File: src/rtl/seg_scan_ctrl_pkg.sv
// Shared definitions for the multiplexed seven-segment scanner.
// Holds the scan FSM encoding, the dark segment pattern and the digit-bank sizing.
package seg_scan_ctrl_pkg;

  localparam logic [1:0] ST_IDLE  = 2'd0;
  localparam logic [1:0] ST_SCAN  = 2'd1;
  localparam logic [1:0] ST_BLANK = 2'd2;

  localparam logic [7:0] SEG_BLANK = 8'hFF;

  // Banks are always sized for the widest display so a 2-bit index never overruns.
  localparam int MAX_DIG = 4;

  typedef logic [3:0] digit_t;

endpackage

File: src/rtl/seg_scan_ctrl_dec_seg.sv
// BCD to seven-segment decoder, active-low {a,b,c,d,e,f,g,dp}; values above 9 show an H.
module dec_seg (
  input  logic [3:0] iVal,
  output logic [7:0] oSeg
);
  always_comb begin
    case (iVal)
      4'd0:    oSeg = 8'b00000011;
      4'd1:    oSeg = 8'b10011111;
      4'd2:    oSeg = 8'b00100101;
      4'd3:    oSeg = 8'b00001101;
      4'd4:    oSeg = 8'b10011001;
      4'd5:    oSeg = 8'b01001001;
      4'd6:    oSeg = 8'b01000001;
      4'd7:    oSeg = 8'b00011111;
      4'd8:    oSeg = 8'b00000001;
      4'd9:    oSeg = 8'b00001001;
      default: oSeg = 8'b10010001;
    endcase
  end
endmodule

File: src/rtl/seg_scan_ctrl.sv
// Multiplexed seven-segment scan controller with a shadow/active digit bank.
// The shadow bank is copied into the active bank only at a frame wrap, so a frame never tears.
module seg_scan_ctrl
  import seg_scan_ctrl_pkg::*;
#(
  parameter int N_DIG     = 4,
  parameter int SCAN_DIV  = 50000,
  parameter int BLANK_CYC = 16
) (
  input  logic             iClk,
  input  logic             iRst,
  input  logic             iEnable,
  input  logic             iWrEn,
  input  logic [1:0]       iWrAddr,
  input  logic [3:0]       iWrData,
  input  logic             iUpdate,
  output logic             oUpdBusy,
  output logic [N_DIG-1:0] oAn,
  output logic [7:0]       o7seg,
  output logic [1:0]       oDigIdx,
  output logic             oFrameDone
);

  localparam int CNT_MAX = (SCAN_DIV > BLANK_CYC) ? SCAN_DIV : BLANK_CYC;
  localparam int CNT_W   = $clog2(CNT_MAX + 1);
  localparam logic [CNT_W-1:0] SCAN_LAST  = CNT_W'(SCAN_DIV - 1);
  localparam logic [CNT_W-1:0] BLANK_LAST = CNT_W'(BLANK_CYC - 1);
  localparam logic [1:0]       LAST_IDX   = 2'(N_DIG - 1);

  logic [1:0]       state_q, state_d;
  logic [CNT_W-1:0] cnt_q, cnt_d;
  logic [1:0]       idx_q, idx_d;
  logic             pending_q, pending_d;
  logic             frame_done_q, frame_done_d;
  digit_t           shadow_q [MAX_DIG];
  digit_t           shadow_d [MAX_DIG];
  digit_t           active_q [MAX_DIG];
  digit_t           active_d [MAX_DIG];
  logic             commit;
  logic [7:0]       seg_dec;
  logic [3:0]       an_full;

  always_comb begin
    state_d      = state_q;
    cnt_d        = cnt_q;
    idx_d        = idx_q;
    frame_done_d = 1'b0;
    commit       = 1'b0;
    case (state_q)
      ST_IDLE: begin
        if (iEnable) begin
          state_d = ST_SCAN;
          cnt_d   = '0;
          idx_d   = '0;
        end
      end
      ST_SCAN: begin
        if (!iEnable) begin
          state_d = ST_IDLE;
          cnt_d   = '0;
          idx_d   = '0;
        end else if (cnt_q == SCAN_LAST) begin
          state_d = ST_BLANK;
          cnt_d   = '0;
        end else begin
          cnt_d = cnt_q + 1'b1;
        end
      end
      ST_BLANK: begin
        if (!iEnable) begin
          state_d = ST_IDLE;
          cnt_d   = '0;
          idx_d   = '0;
        end else if (cnt_q == BLANK_LAST) begin
          state_d = ST_SCAN;
          cnt_d   = '0;
          if (idx_q == LAST_IDX) begin
            idx_d        = '0;
            frame_done_d = 1'b1;
            commit       = pending_q;
          end else begin
            idx_d = idx_q + 1'b1;
          end
        end else begin
          cnt_d = cnt_q + 1'b1;
        end
      end
      default: begin
        state_d = ST_IDLE;
        cnt_d   = '0;
        idx_d   = '0;
      end
    endcase
  end

  // A request arriving on the commit edge outranks the clear, so it is held for the next wrap.
  always_comb begin
    pending_d = pending_q;
    if (commit)  pending_d = 1'b0;
    if (iUpdate) pending_d = 1'b1;
  end

  always_comb begin
    shadow_d = shadow_q;
    active_d = active_q;
    if (commit) active_d = shadow_q;
    if (iWrEn && (int'(iWrAddr) < N_DIG)) shadow_d[iWrAddr] = iWrData;
  end

  always_ff @(posedge iClk or posedge iRst) begin
    if (iRst) begin
      state_q      <= ST_IDLE;
      cnt_q        <= '0;
      idx_q        <= '0;
      pending_q    <= 1'b0;
      frame_done_q <= 1'b0;
      for (int i = 0; i < MAX_DIG; i++) begin
        shadow_q[i] <= '0;
        active_q[i] <= '0;
      end
    end else begin
      state_q      <= state_d;
      cnt_q        <= cnt_d;
      idx_q        <= idx_d;
      pending_q    <= pending_d;
      frame_done_q <= frame_done_d;
      shadow_q     <= shadow_d;
      active_q     <= active_d;
    end
  end

  dec_seg u_dec_seg (
    .iVal (active_q[idx_q]),
    .oSeg (seg_dec)
  );

  assign an_full    = ~(4'b0001 << idx_q);
  assign oAn        = (state_q == ST_SCAN) ? an_full[N_DIG-1:0] : '1;
  assign o7seg      = (state_q == ST_SCAN) ? seg_dec : SEG_BLANK;
  assign oDigIdx    = idx_q;
  assign oUpdBusy   = pending_q;
  assign oFrameDone = frame_done_q;

endmodule

File: config.mk
export PLATFORM = sky130hd
export DESIGN_NAME = seg_scan_ctrl
export DESIGN_NICKNAME = d
export VERILOG_FILES = /design/src/rtl/seg_scan_ctrl_pkg.sv /design/src/rtl/seg_scan_ctrl_dec_seg.sv /design/src/rtl/seg_scan_ctrl.sv
export SDC_FILE = /design/constraint.sdc
export NUM_CORES = 1
export LEC_CHECK = 0
export BUFFER_PORTS_ARGS = -buffer_cell sky130_fd_sc_hd__buf_2
export CAP_MARGIN = 20
export CORE_MARGIN = 3
export CORE_UTILIZATION = 63
export DETAILED_ROUTE_END_ITERATION = 8
export GPL_TIMING_DRIVEN = 0
export PLACE_DENSITY = 0.82
export SYNTH_ARGS = -nofsm -noshare
export SYNTH_HDL_FRONTEND = slang
export SYNTH_HIERARCHICAL = 1
export SYNTH_SLANG_ARGS = --single-unit
export TNS_END_PERCENT = 10
File: constraint.sdc
create_clock -name iClk -period 3.82 [get_ports iClk]
set_clock_uncertainty 0.2 [all_clocks]
set_input_delay 0.764 -clock iClk [delete_from_list [all_inputs] [get_ports iClk]]
set_output_delay 0.764 -clock iClk [all_outputs]
set_load 0.05 [all_outputs]
==> metrics <==
RSZ-0062 raised after global routing=no; Final Hold Viols=0; share of power burned in registers=roughly two fifths; fill cell count=about 290; Die Wd=approximately 74 um; Routed Antenna Nets=0; final setup violation count=0; Fmax=0.283 GHz; Clock Power Share=a little under a third; arrival time worst endpoint=between 2 and 3 ns; Hold Slack=0.226 ns; root buf cell=clkbuf_8; min-delay worst type=in2async; sequential area share after synthesis=47.0%; Setup Buffers After CTS=0; area occupied by multi-input gates=about 1400 um^2; total CTS buffers=5; FFs w/ async S/R, synth=100%; Final min period=between 3 and 4 ns; most frequent cells in the layout=dfrtp_1 (54), mux2_2 (33), buf_2 (26); die area=~5400 um^2; combinational power share=28.1%; CTS max path bufs=2; vias post-DR=around 2,000; Rel. slew slack=between 40% and 50%; DR vias/cell=5.96; Layout Utilization=76.6%; max-slew violations=0; Avg Inst Size Synth=~11 um^2; diodes inserted=0; CP Launch Type=flip-flop; Power Density=478 nW/um^2; Psw=roughly 520 uW; P_int=1.02 mW; Initial Util=between 60% and 70%; final WL=around 5500 um; Sw Ratio=between 30% and 40%; CTS sink count=54; Total GRT Usage=22.6%; area grow syn2layout=12.1%; Total Power Consumption=roughly 1.5 mW; DRC=0; CTS tree=yes; CTS HTree Levels=2; crit-path max cell delay=between 0.6 and 0.7 ns; Final period util=between 90% and 100%; clk_lat worst skew=0.30 ns; Detailed Routing Iterations Pass 1=4; initial DRC count=between 90 and 100; Synth Instances=251; Die Ht=73.5 um; Synth Register Bits=54; GPL Wtd Cong=a little over 0.8; clock slew at reported path FFs=approximately 0.09 ns; layout cells sized above 1=between 20% and 30%; NumNets Final=307; WP buf/inv=3; IO Pins=27; Cell Rows=23; Post-Syn Area=about 2900 um^2; most common cell after layout, fill and taps aside=dfrtp_1; Total Neg Setup Slack=0 ns; crit path capture type=output port; cell family with the largest share of critical-path delay=buffers and inverters; worst-margin pin slew=0.796 ns; top_reg_cell synth=dfrtp_1; max-cap check violation count=0; WP data required=2.86 ns; status=finished clean; Resize count post-CTS=0; hold buffer count at CTS=0; Post-synth EDFFs=0; WS Path Type=reg2out; Mapped Nets=around 280; crit path max fanout=7; total grt overflow=0; total core area=4200 um^2; vias in the first global route=1,952; IO Port Bufs=24; global-route wire length before repair=just over 9000 um; Slowest cell on crit path=mux4_2; Distinct cells, synth=46; largest net degree at the start of global routing=39; initial antenna violation count=0; yosys warns=6; post-detailed-route wirelength per cell=around 16 um; leakage=between 1.5 and 2 nW; Sequential Area=between 1000 and 1500 um^2; dpl hpwl=3920 um; Cell Chain, Critical Path=clkbuf_2 -> mux4_2 -> inv_1 -> ha_1 -> and3b_1 -> a21oi_1 -> nand2b_1 -> buf_2; Worst VDD drop=~0.3 mV
-- layout make-up --
cell class                 instances  area share (%)
tap                               50            1.94
multi-input combinational        177            44.2
clock inverter                     2            1.87
inverter                          10            1.17
sequential                        54            42.0
timing repair buffer              25            4.35
buffer                            10            1.98
clock buffer                       6            2.57
-- state kept, by name, summed over array words and instances, names as in the netlist --
register    cells
cnt_q          16
oUpdBusy        1
state_q         2
active_q       16
shadow_q       16
oFrameDone      1
oDigIdx         2
-- power by group through the flow --
stage	Combinational [mW]	Sequential (mW)	Clock, mW
after global routing	0.471	0.648	0.491
after floorplan	0.342	0.645	0
after global placement	0.421	0.651	0
final	0.432	0.643	0.462
after detailed placement	0.431	0.655	0
after CTS	0.435	0.643	0.467
-- logic make-up after synthesis --
family	count (synthesis)	share of synthesized area (%)
compound gates	31	7.45
xor+xnor	6	1.83
fa+ha+maj	13	5.66
buf+inv	20	3.48
flops	54	47.0
mux	40	17.1
other cells	1	0.131
simple gates	86	17.3
-- layer usage --
| metal | GRT usage [%] | routed length, um |
|---|---|---|
| met5 | 0 | 0 |
| met4 | 6.04 | 55 |
| met3 | 4.10 | 214 |
| met2 | 36.0 | 2670 |
| met1 | 31.9 | 2510 |
-- path summary, 6_finish.rpt --
path | endpoint | slack (ns) | cells past startpoint | startpoint
max in group asynchronous | active_q[10]$_DFFE_PP0P_ | 2.68 | 3 | iRst
worst min-delay path | shadow_q[5]$_DFFE_PP0P_ | 0.23 | 2 | iRst
worst min register to register | active_q[3]$_DFFE_PP0P_ | 0.31 | 1 | shadow_q[3]$_DFFE_PP0P_
worst max-delay path | o7seg[4] | 0.28 | 8 | oDigIdx[0]$_DFFE_PP0P_
min in group iClk | active_q[3]$_DFFE_PP0P_ | 0.31 | 1 | shadow_q[3]$_DFFE_PP0P_
worst max register to register | active_q[0]$_DFFE_PP0P_ | 1.13 | 7 | cnt_q[12]$_DFFE_PP0P_
-- through the flow --
| step | cell area (um^2) | setup WS, ns | cells |
|---|---|---|---|
| 3_5_place_dp | 3080 | 0.412 | 326 |
| 4_1_cts | 3220 | 0.0665 | 334 |
| 2_1_floorplan | 2870 | 0.259 | 251 |
| 6_report | 3220 | 0.284 | 334 |
| 3_3_place_gp | 3060 | 0.444 | 325 |
| 5_1_grt | 3220 | 0.0963 | 334 |
-- cells in the mapped netlist (3+ instances only) --
cell type | n | share of area [%]
a21o_1 | 7 | 1.8
a21oi_1 | 4 | 0.70
and3_1 | 6 | 1.3
clkbuf_1 | 4 | 0.52
dfrtp_1 | 54 | 47
ha_1 | 13 | 5.7
inv_1 | 9 | 1.2
mux2_2 | 33 | 13
mux2i_1 | 3 | 1.0
mux4_2 | 4 | 3.1
nand2_1 | 13 | 1.7
nand2b_1 | 10 | 2.2
nand3_1 | 9 | 1.6
nand4_1 | 5 | 1.1
nor2_1 | 15 | 2.0
nor3_1 | 3 | 0.52
nor3b_1 | 6 | 1.6
nor4_1 | 3 | 0.65
o21ai_0 | 10 | 1.7
xor2_1 | 5 | 1.5
(Power assumes the default switching activity.)
